[src/rtl/pulse_capture_555_if.sv]
// Bus between the 555 period-capture block and its driver/readout logic.
// The master side drives sig_in, start and ena; the slave side returns status and results.
interface pulse_capture_555_if #(
  parameter int unsigned CNT_W = 16
) ();
  logic             ena;
  logic             sig_in;
  logic             start;
  logic             busy;
  logic             done;
  logic             ovf;
  logic [CNT_W-1:0] high_cnt;
  logic [CNT_W-1:0] low_cnt;

  modport master (
    output ena, sig_in, start,
    input  busy, done, ovf, high_cnt, low_cnt
  );

  modport slave (
    input  ena, sig_in, start,
    output busy, done, ovf, high_cnt, low_cnt
  );
endinterface

[src/rtl/pulse_capture_555.sv]
// Measures one period of the asynchronous 555 OUT signal as high/low cycle counts.
// Define PULSE_CAPTURE_CONTINUOUS_EN for gap-free back-to-back period capture.
module pulse_capture_555 #(
  parameter int unsigned CNT_W       = 16,
  parameter int unsigned SYNC_STAGES = 2
) (
  input logic                clk,
  input logic                rst_n,
  pulse_capture_555_if.slave bus
);
  localparam logic [2:0] StIdle     = 3'd0;
  localparam logic [2:0] StWaitRise = 3'd1;
  localparam logic [2:0] StMeasHigh = 3'd2;
  localparam logic [2:0] StMeasLow  = 3'd3;
  localparam logic [2:0] StDone     = 3'd4;

  localparam logic [CNT_W-1:0] CntMax = '1;
  localparam logic [CNT_W-1:0] CntOne = {{(CNT_W-1){1'b0}}, 1'b1};

  logic [SYNC_STAGES-1:0] sync_q;
  logic                   s_d_q;
  logic [2:0]             state_q, state_d;
  logic [CNT_W-1:0]       cnt_q, cnt_d;
  logic [CNT_W-1:0]       high_q, high_d;
  logic [CNT_W-1:0]       low_q, low_d;
  logic                   ovf_q, ovf_d;
  logic                   s, rise, fall, cnt_max;
`ifdef PULSE_CAPTURE_CONTINUOUS_EN
  // Delayed done for the rise that ends MEAS_LOW, since the FSM skips StDone.
  logic                   pend_q, pend_d;
`endif

  assign s       = sync_q[SYNC_STAGES-1];
  assign rise    = s & ~s_d_q;
  assign fall    = ~s & s_d_q;
  assign cnt_max = (cnt_q == CntMax);

  always_comb begin
    state_d = state_q;
    cnt_d   = cnt_q;
    high_d  = high_q;
    low_d   = low_q;
    ovf_d   = ovf_q;
`ifdef PULSE_CAPTURE_CONTINUOUS_EN
    pend_d  = 1'b0;
`endif
    case (state_q)
      StIdle: begin
        if (bus.start) begin
          ovf_d   = 1'b0;
          cnt_d   = '0;
          state_d = StWaitRise;
        end
      end
      StWaitRise: begin
        if (rise) begin
          cnt_d   = CntOne;
          state_d = StMeasHigh;
        end else if (cnt_max) begin
          ovf_d   = 1'b1;
          state_d = StDone;
        end else begin
          cnt_d = cnt_q + CntOne;
        end
      end
      StMeasHigh: begin
        if (fall) begin
          high_d  = cnt_q;
          cnt_d   = CntOne;
          state_d = StMeasLow;
        end else if (cnt_max) begin
          ovf_d   = 1'b1;
          state_d = StDone;
        end else if (s) begin
          cnt_d = cnt_q + CntOne;
        end
      end
      StMeasLow: begin
        if (rise) begin
          low_d   = cnt_q;
`ifdef PULSE_CAPTURE_CONTINUOUS_EN
          cnt_d   = CntOne;
          pend_d  = 1'b1;
          state_d = StMeasHigh;
`else
          state_d = StDone;
`endif
        end else if (cnt_max) begin
          ovf_d   = 1'b1;
          state_d = StDone;
        end else if (!s) begin
          cnt_d = cnt_q + CntOne;
        end
      end
      StDone:  state_d = StIdle;
      default: state_d = StIdle;
    endcase
`ifdef PULSE_CAPTURE_CONTINUOUS_EN
    // Abort overrides everything decided above; no result or flag changes.
    if (bus.start && (state_q == StWaitRise || state_q == StMeasHigh ||
                      state_q == StMeasLow)) begin
      state_d = StIdle;
      cnt_d   = cnt_q;
      high_d  = high_q;
      low_d   = low_q;
      ovf_d   = ovf_q;
      pend_d  = 1'b0;
    end
`endif
  end

  always_ff @(posedge clk or negedge rst_n) begin
    if (!rst_n) begin
      sync_q  <= '0;
      s_d_q   <= 1'b0;
      state_q <= StIdle;
      cnt_q   <= '0;
      high_q  <= '0;
      low_q   <= '0;
      ovf_q   <= 1'b0;
`ifdef PULSE_CAPTURE_CONTINUOUS_EN
      pend_q  <= 1'b0;
`endif
    end else if (bus.ena) begin
      sync_q  <= {sync_q[SYNC_STAGES-2:0], bus.sig_in};
      s_d_q   <= s;
      state_q <= state_d;
      cnt_q   <= cnt_d;
      high_q  <= high_d;
      low_q   <= low_d;
      ovf_q   <= ovf_d;
`ifdef PULSE_CAPTURE_CONTINUOUS_EN
      pend_q  <= pend_d;
`endif
    end
  end

  assign bus.busy     = (state_q != StIdle);
`ifdef PULSE_CAPTURE_CONTINUOUS_EN
  assign bus.done     = bus.ena & ((state_q == StDone) | pend_q);
`else
  assign bus.done     = bus.ena & (state_q == StDone);
`endif
  assign bus.ovf      = ovf_q;
  assign bus.high_cnt = high_q;
  assign bus.low_cnt  = low_q;
endmodule

[src/flat_wrapper.sv]
// flat-port wrapper written by rule: the top's interface ports become plain ports
module pulse_capture_555_flat 
#(
  parameter int unsigned CNT_W       = 16,
  parameter int unsigned SYNC_STAGES = 2
)
  (clk, rst_n, bus_ena, bus_sig_in, bus_start, bus_busy, bus_done, bus_ovf, bus_high_cnt, bus_low_cnt);
  pulse_capture_555_if #(.CNT_W(CNT_W)) bus_i ();
  input logic clk;
  input logic rst_n;
  input wire logic [$bits(bus_i.ena)-1:0] bus_ena;
  input wire logic [$bits(bus_i.sig_in)-1:0] bus_sig_in;
  input wire logic [$bits(bus_i.start)-1:0] bus_start;
  output wire logic [$bits(bus_i.busy)-1:0] bus_busy;
  output wire logic [$bits(bus_i.done)-1:0] bus_done;
  output wire logic [$bits(bus_i.ovf)-1:0] bus_ovf;
  output wire logic [$bits(bus_i.high_cnt)-1:0] bus_high_cnt;
  output wire logic [$bits(bus_i.low_cnt)-1:0] bus_low_cnt;
  assign bus_i.ena = bus_ena;
  assign bus_i.sig_in = bus_sig_in;
  assign bus_i.start = bus_start;
  assign bus_busy = bus_i.busy;
  assign bus_done = bus_i.done;
  assign bus_ovf = bus_i.ovf;
  assign bus_high_cnt = bus_i.high_cnt;
  assign bus_low_cnt = bus_i.low_cnt;
  pulse_capture_555 #(.CNT_W(CNT_W), .SYNC_STAGES(SYNC_STAGES)) u_core (.clk(clk), .rst_n(rst_n), .bus(bus_i));
endmodule
[config.mk]
export PLATFORM = sky130hd
export DESIGN_NAME = pulse_capture_555_flat
export DESIGN_NICKNAME = d
export VERILOG_FILES = /design/src/rtl/pulse_capture_555_if.sv /design/src/rtl/pulse_capture_555.sv /design/src/flat_wrapper.sv
export SDC_FILE = /design/constraint.sdc
export NUM_CORES = 1
export LEC_CHECK = 0
export CORE_ASPECT_RATIO = 0.75
export CORE_UTILIZATION = 55
export DETAILED_ROUTE_END_ITERATION = 7
export PLACE_DENSITY = 0.81
export SLEW_MARGIN = 20
export SYNTH_ARGS = -nofsm -noshare
export SYNTH_HDL_FRONTEND = slang
export SYNTH_SLANG_ARGS = --single-unit
[constraint.sdc]
create_clock -name clk -period 4.4 [get_ports clk]
set_clock_uncertainty 0.15 [all_clocks]
set_input_delay 0.88 -clock clk [delete_from_list [all_inputs] [get_ports clk]]
set_output_delay 0.88 -clock clk [all_outputs]
set_load 0.005 [all_outputs]
==> flow_summary.json, run 1 <==
{
  "ir_drop_uv": 303,
  "path_buf_inv": 2,
  "grt_overflow_total": 0,
  "final_common_cell": "dfrtp_1",
  "path_max_fanout": 7,
  "ant_nets": 0,
  "routed-via-count": 1987,
  "synth.distinct_cells": 51,
  "timing.setup.tns_ns": 0,
  "viasPerCell": 6.08,
  "cts_made_buffers": 5,
  "netlist_area_um2": 2630,
  "worstPathCellList": "clkdlybuf4s50_1 > and3_1 > clkdlybuf4s50_1",
  "cts_resized": 0,
  "grt_max_degree": 33,
  "synth-seq-cells": 55,
  "start_kind": "input port",
  "rsz0062_at_grt": "false",
  "floorplan.rows": 21,
  "tightest_slew_ns": 0.832,
  "finalPower_mw": 1.20,
  "n_fill_cell": 348,
  "diodes": 0,
  "core_um2": 4520,
  "fin_nets": 276,
  "layout-drive-gt1-share": 0.207,
  "cpMostUsedCell": "clkdlybuf4s50_1",
  "hp-class": "flip-flop to flip-flop",
  "grt_pass1_vias": 1774,
  "root_buffer": "clkbuf_8",
  "max_slew_margin": 0.445,
  "cts_tree": "done",
  "crit_slowest_cell": "clkdlybuf4s50_1",
  "syn_to_final_growth_pct": 20.0,
  "cp.arrival_ns": 2.23,
  "final_cell_mix": "dfrtp_1, clkdlybuf4s50_1, mux2_2",
  "final-hold-violation-count": 0,
  "routedWlPerCell_um": 16.7,
  "die_area_um2": 5060,
  "cp_top_family": "buffers and inverters",
  "io_pins": 40,
  "fmax_mhz": 306,
  "hpwl_um": 3780,
  "htreeDepth": 2,
  "gp_congestion": 0.837,
  "synth_nets": 238,
  "cts.sinks": 55,
  "grt_antenna_before_repair": 0,
  "finalCritPeriodShare": 0.742,
  "dr.first_iter.drc_count": 124,
  "grt_util_all_layers": 0.238,
  "powerDensity_nw_per_um2": 380,
  "clk_latency_ns": 0.30,
  "slew_violations": 0,
  "clock_path_buffers": 2,
  "maxCapViolations": 0,
  "hold_slack_ns": 0.346,
  "die_x_um": 81.8,
  "postCtsSetupRepairBufs": 0,
  "status": "finished, final reports clean",
  "synth_cells": 232,
  "wirelength_um": 5460,
  "dr.pass1.iters": 4,
  "drc": 0,
  "grt_pass1_wl_um": 8800,
  "dieHeight_um": 61.9,
  "ys_warn_count": 0,
  "start_util": 0.582,
  "period_needed_ns": 3.26,
  "max_stage_delay_ns": 0.64,
  "ys_seq_area_frac": 0.524,
  "syn-mean-instance-area_um2": 11.3,
  "leakage_nw": 1.38,
  "required_ns": 3.37,
  "numPortBuffers": 39,
  "hold_buffers": 0,
  "clk_pin_slew_ns": 0.08,
  "crit_type": "input port to primary output",
  "worstSetupEndpointType": "primary output",
  "setup_viol": 0
}
sequential cells by signal, summed over array words and instances (netlist names):
register and flops:
u_core.bus.high_cnt 16, u_core.bus.low_cnt 16, u_core.cnt_q 16, u_core.state_q 3, u_core.sync_q 2, u_core.bus.ovf 1
u_core.s_d_q 1
final cells by class:
cell class	instances	area, um2	share of cell area
clock buffer	6	72.6	0.0230
clock inverter	1	30.0	0.00952
inverter	4	15.0	0.00476
multi-input combinational	161	1170	0.372
sequential	55	1380	0.436
tap	57	71.3	0.0226
timing repair buffer	43	415	0.132
through the flow:
step                instance area (um2)  cells   util  worst slack (ns)
finish                             3150    327  0.698              1.14
global route                       3150    327  0.698              1.09
CTS                                3150    327  0.698              1.14
detailed placement                 3050    320  0.675             0.995
global placement                   3050    320  0.675              1.10
floorplan                          2630    232      -              1.90
cell families (layout without fill, tap and decap cells):
kind of cell             after synthesis  in the layout  share of synthesized area
AO/OA/AOI/OAI                         55             55                      0.134
adder cells (fa/ha/maj)                1              1                    0.00476
buffers and inverters                 16             54                     0.0300
flip-flops                            55             55                      0.524
multiplexers                          36             36                      0.154
AND/OR/NAND/NOR                       69             69                      0.154
Yosys cell counts (all sizes together):
master	instances	area [um2]
clkbuf	4	16.3
a31oi	6	37.5
nand3	8	57.6
buf	8	47.5
o21a	2	15.0
nor2	17	68.8
o2bb2ai	1	8.76
o41ai	1	8.76
nand4	4	31.3
nor3	8	45.0
nand2b	2	12.5
o32ai	1	8.76
or4	1	7.51
a21oi	16	83.8
ha	1	12.5
o21ai	14	73.8
inv	4	15.0
dfrtp	55	1380
or2	2	12.5
mux2	36	405
a22o	4	35.0
a22oi	1	7.51
a41oi	3	26.3
a21o	1	7.51
nand2	12	45.0
and3	3	20.0
or3b	1	8.76
and2	1	6.26
a211oi	1	7.51
o31ai	2	15.0
nand3b	1	7.51
o2111ai	1	8.76
or3	6	47.5
o211ai	1	7.51
nor2b	1	6.26
nor4	2	27.5
where the power goes:
part,switching [mW],leakage (nW),internal (mW)
logic,0.163,0.575,0.123
clock network,0.151,0.0513,0.167
registers,0.0548,0.756,0.539
path summary, 6_finish.rpt:
path                                   startpoint                      to  slack, ns  cells past startpoint
hold / removal             u_core.bus.high_cnt[7]  u_core.bus.high_cnt[7]       0.35                      1
max in group asynchronous                   rst_n   u_core.bus.low_cnt[4]       2.86                      2
min in group asynchronous                   rst_n   u_core.bus.low_cnt[6]       0.47                      1
hold reg to reg            u_core.bus.high_cnt[7]  u_core.bus.high_cnt[7]       0.35                      1
setup reg to reg                u_core.state_q[1]  u_core.bus.low_cnt[13]       1.99                      6
setup / recovery                          bus_ena                bus_done       1.14                      3
worst reg2reg max path: stages, from the launching register on:
cell,delay [ns]
dfrtp_1,0.56
nor3_1,0.14
nor3_2,0.23
nand2_1,0.15
nor2_2,0.45
buf_4,0.28
mux2_2,0.35
per-layer routing:
layer | part of all wire | routed length [um] | GRT usage
met1 | 0.50 | 2730 | 0.344
met4 | 0.017 | 91 | 0.0827
met3 | 0.056 | 306 | 0.0569
met2 | 0.43 | 2330 | 0.354
met5 | 0 | 0 | 0
Note: power is estimated with default switching activity, not from simulation.
==> run 2, diff against run 1 <==
--- a/config.mk
+++ b/config.mk
@@ -6,9 +6,9 @@
 export NUM_CORES = 1
 export LEC_CHECK = 0
 export CORE_ASPECT_RATIO = 0.75
-export CORE_UTILIZATION = 55
+export CORE_UTILIZATION = 53
 export DETAILED_ROUTE_END_ITERATION = 7
-export PLACE_DENSITY = 0.81
+export PLACE_DENSITY = 0.79
 export SLEW_MARGIN = 20
 export SYNTH_ARGS = -nofsm -noshare
 export SYNTH_HDL_FRONTEND = slang
==> constraint.sdc (replaced) <==
create_clock -name clk -period 3.2 [get_ports clk]
set_clock_uncertainty 0.15 [all_clocks]
set_input_delay 0.64 -clock clk [delete_from_list [all_inputs] [get_ports clk]]
set_output_delay 0.64 -clock clk [all_outputs]
set_load 0.005 [all_outputs]
==> flow_summary.json, run 2 (synthesis gave the netlist of run 1 again) <==
{
  "finalCritPeriodShare": 0.856,
  "grt_overflow_total": 0,
  "root_buffer": "clkbuf_8",
  "floorplan.rows": 21,
  "ant_nets": 0,
  "clock_path_buffers": 2,
  "grt_antenna_before_repair": 0,
  "period_needed_ns": 2.74,
  "powerDensity_nw_per_um2": 528,
  "switching_share": 0.306,
  "die_area_um2": 5250,
  "cts.sinks": 55,
  "syn_to_final_growth_pct": 21.7,
  "topRoutingLayerUsed": "met4",
  "grt_max_degree": 26,
  "worstSetupEndpointType": "primary output",
  "wl_met1_um": 2730,
  "fin_nets": 280,
  "setup_viol": 0,
  "ir_drop_uv": 359,
  "cts_made_buffers": 5,
  "dr.first_iter.drc_count": 98,
  "final_cell_mix": "dfrtp_1, clkdlybuf4s50_1, mux2_2",
  "seq_power_share": 0.483,
  "placed_cell_area_um2": 3080,
  "max_slew_margin": 0.667,
  "numPortBuffers": 39,
  "maxCapViolations": 0,
  "die_x_um": 83.3,
  "gp_congestion": 0.845,
  "crit_type": "input port to primary output",
  "core_um2": 4600,
  "p_switching_mw": 0.517,
  "dr.pass1.iters": 4,
  "io_pins": 40,
  "routed-via-count": 1967,
  "viasPerCell": 5.92,
  "grt_util_all_layers": 0.237,
  "clk_latency_ns": 0.31,
  "status": "finished, final reports clean",
  "dieHeight_um": 63.0,
  "leakage_nw": 1.41,
  "diodes": 0,
  "drc": 0,
  "wl_met2_um": 2340,
  "cp.arrival_ns": 1.95,
  "start_kind": "input port",
  "n_fill_cell": 348,
  "htreeDepth": 2,
  "cts_tree": "done",
  "tightest_slew_ns": 0.496,
  "grt_pass1_vias": 1842,
  "grt_pass1_wl_um": 9560,
  "slew_violations": 0,
  "hp-class": "input port to asynchronous set/reset pin",
  "combPwrFrac": 0.236,
  "pwr-share-clk": 0.281,
  "wirelength_um": 5570,
  "timing.setup.tns_ns": 0,
  "p_int_mw": 1.17,
  "start_util": 0.572,
  "hold_buffers": 0,
  "hpwl_um": 3980,
  "final_common_cell": "dfrtp_1",
  "layout-drive-gt1-share": 0.225,
  "path_max_fanout": 7,
  "rsz0062_at_grt": "false",
  "wl_met3_um": 393,
  "routedWlPerCell_um": 16.8,
  "clk_pin_slew_ns": 0.09,
  "postCtsSetupRepairBufs": 0,
  "fmax_mhz": 365,
  "required_ns": 2.41,
  "rrSetupSlack_ns": 0.86,
  "fin_area_um2": 3200,
  "cts_resized": 0,
  "final-hold-violation-count": 0
}
run 2: through the flow:
step,power [mW],util,hold WS [ns],worst slack [ns],cells
6_report,1.69,0.696,0.0620,0.459,332
5_1_grt,1.79,0.696,0.0661,0.395,332
4_1_cts,1.70,0.696,0.0638,0.442,332
3_5_place_dp,1.23,0.670,0.325,0.392,324
3_3_place_gp,1.22,0.670,0.320,0.471,324
2_1_floorplan,1.08,-,0.194,0.935,232
run 2: power by group through the flow:
stage	Combinational [mW]	Sequential, mW	Clock (mW)
global route	0.445	0.828	0.516
CTS	0.398	0.816	0.486
global placement	0.390	0.828	0
floorplan	0.285	0.793	0
finish	0.399	0.816	0.474
detailed placement	0.396	0.829	0
run 2: worst max-delay path, cell delays in order:
cell and delay (ns):
clkdlybuf4s50_1 0.61, and3_1 0.21, clkdlybuf4s50_1 0.49
run 2: path summary, 6_finish.rpt:
kind / start / to / depth (start not counted)
worst min-delay path: rst_n / u_core.sync_q[1] / 1
worst max register to register: u_core.cnt_q[0] / u_core.cnt_q[1] / 5
worst min register to register: u_core.bus.low_cnt[5] / u_core.bus.low_cnt[5] / 1
worst max-delay path: bus_ena / bus_done / 3
min in group clk: u_core.bus.low_cnt[5] / u_core.bus.low_cnt[5] / 1
max in group asynchronous: rst_n / u_core.cnt_q[12] / 2
run 2: final cells by class:
class	instances	area, um2	share of cell area
inverters	4	15.0	0.00469
repair buffers	47	445	0.139
flip-flops and latches	55	1380	0.430
clock inverters	2	35.0	0.0110
clock buffers	6	82.6	0.0258
well taps	57	71.3	0.0223
multi-input cells	161	1170	0.367
run 2: metal layers:
layer	vias up	GRT usage
li1	943	-
met1	938	0.362
met2	77	0.319
met3	9	0.0581
met4	0	0.103
met5	-	0
==> run 3, diff against run 2 <==
--- a/config.mk
+++ b/config.mk
@@ -6,10 +6,10 @@
 export NUM_CORES = 1
 export LEC_CHECK = 0
 export CORE_ASPECT_RATIO = 0.75
+export CORE_MARGIN = 2
 export CORE_UTILIZATION = 53
 export DETAILED_ROUTE_END_ITERATION = 7
 export PLACE_DENSITY = 0.79
-export SLEW_MARGIN = 20
 export SYNTH_ARGS = -nofsm -noshare
 export SYNTH_HDL_FRONTEND = slang
 export SYNTH_SLANG_ARGS = --single-unit
==> flow_summary.json, run 3 (synthesis gave the netlist of run 1 again) <==
{
  "status": "finished, final reports clean",
  "grt_pass1_wl_um": 9120,
  "tightest_slew_ns": 0.746,
  "grt_overflow_total": 0,
  "floorplan.rows": 22,
  "drc": 0,
  "hold_buffers": 0,
  "die_area_um2": 5540,
  "ant_nets": 0,
  "path_max_fanout": 7,
  "timing.setup.tns_ns": 0,
  "required_ns": 2.41,
  "dp.cells": 327,
  "rrSetupSlack_ns": 0.94,
  "dr.first_iter.drc_count": 134,
  "routed-via-count": 1941,
  "maxCapViolations": 0,
  "layout-drive-gt1-share": 0.218,
  "register_area_um2": 1380,
  "worstSetupEndpointType": "primary output",
  "cp.arrival_ns": 1.95,
  "rsz0062_at_grt": "false",
  "final_cell_mix": "dfrtp_1, clkdlybuf4s50_1, mux2_2",
  "routedWlPerCell_um": 16.0,
  "numPortBuffers": 39,
  "fmax_mhz": 364,
  "grt_util_all_layers": 0.212,
  "grt_max_degree": 35,
  "hp-class": "input port to asynchronous set/reset pin",
  "slew_violations": 0,
  "dr.pass1.iters": 4,
  "cts.sinks": 55,
  "grt_pass1_vias": 1756,
  "syn_to_final_growth_pct": 20.5,
  "period_needed_ns": 2.74,
  "cts_resized": 0,
  "cts_made_buffers": 5,
  "grt_antenna_before_repair": 0,
  "multi_input_area_um2": 1170,
  "fin_nets": 280,
  "io_pins": 40,
  "setup_viol": 0,
  "htreeDepth": 2,
  "dieHeight_um": 65.0,
  "viasPerCell": 5.79,
  "clk_latency_ns": 0.30,
  "leakage_nw": 1.39,
  "gp_congestion": 0.936,
  "clock_path_buffers": 2,
  "postCtsSetupRepairBufs": 0,
  "cts_tree": "done",
  "diodes": 0,
  "powerDensity_nw_per_um2": 500,
  "crit_type": "input port to primary output",
  "clk_pin_slew_ns": 0.09,
  "n_fill_cell": 401,
  "timing.rr.end": "u_core.cnt_q[1]",
  "final-hold-violation-count": 0,
  "start_kind": "input port",
  "start_util": 0.543,
  "die_x_um": 85.3,
  "core_um2": 4840,
  "final_common_cell": "dfrtp_1",
  "instances_no_fill": 335,
  "finalCritPeriodShare": 0.857,
  "max_slew_margin": 0.502,
  "ir_drop_uv": 338,
  "reg2reg_from": "u_core.cnt_q[0]",
  "wirelength_um": 5370,
  "hpwl_um": 3750,
  "root_buffer": "clkbuf_8",
  "r2r_cells": 5
}
==> run 3: final cells by class <==
class                   count  share of cell area
clock buffers               7              0.0241
well taps                  60              0.0237
repair buffers             47               0.141
clock inverters             1             0.00158
inverters                   4             0.00474
flip-flops and latches     55               0.435
multi-input cells         161               0.371
==> run 3: per-stage QoR <==
step	util	hold slack (ns)	area, um2	setup slack [ns]	power, mW
after global routing	0.654	0.295	3170	0.423	1.68
after floorplan	-	0.194	2630	0.935	1.08
final	0.654	0.246	3170	0.456	1.58
after detailed placement	0.637	0.325	3090	0.386	1.22
after global placement	0.637	0.318	3090	0.473	1.22
after CTS	0.654	0.264	3170	0.454	1.59
==> run 3: worst max path at each step <==
stage | depth (start not counted) | slack (ns) | endpoint | startpoint
after CTS | 3 | 0.45 | bus_done | bus_ena
after global placement | 3 | 0.47 | bus_done | bus_ena
final | 3 | 0.46 | bus_done | bus_ena
after detailed placement | 7 | 0.39 | u_core.bus.low_cnt[15] | bus_ena
after global routing | 3 | 0.42 | bus_done | bus_ena
after floorplan | 7 | 0.94 | u_core.bus.high_cnt[10] | bus_ena
==> run 3: layer usage <==
metal  part of all wire  track usage
met5                  0            0
met4              0.011       0.0714
met1               0.54        0.345
met3              0.068       0.0471
met2               0.38        0.272
==> run 3: power breakdown <==
group / switching, mW / leakage (nW) / internal [mW]
combinational: 0.221 / 0.595 / 0.178
clock: 0.215 / 0.0422 / 0.154
sequential: 0.0747 / 0.756 / 0.741
==> run 3: worst max-delay path, cell delays in order <==
cell and delay [ns]:
clkdlybuf4s50_1 0.62, and3_1 0.20, clkdlybuf4s50_1 0.49
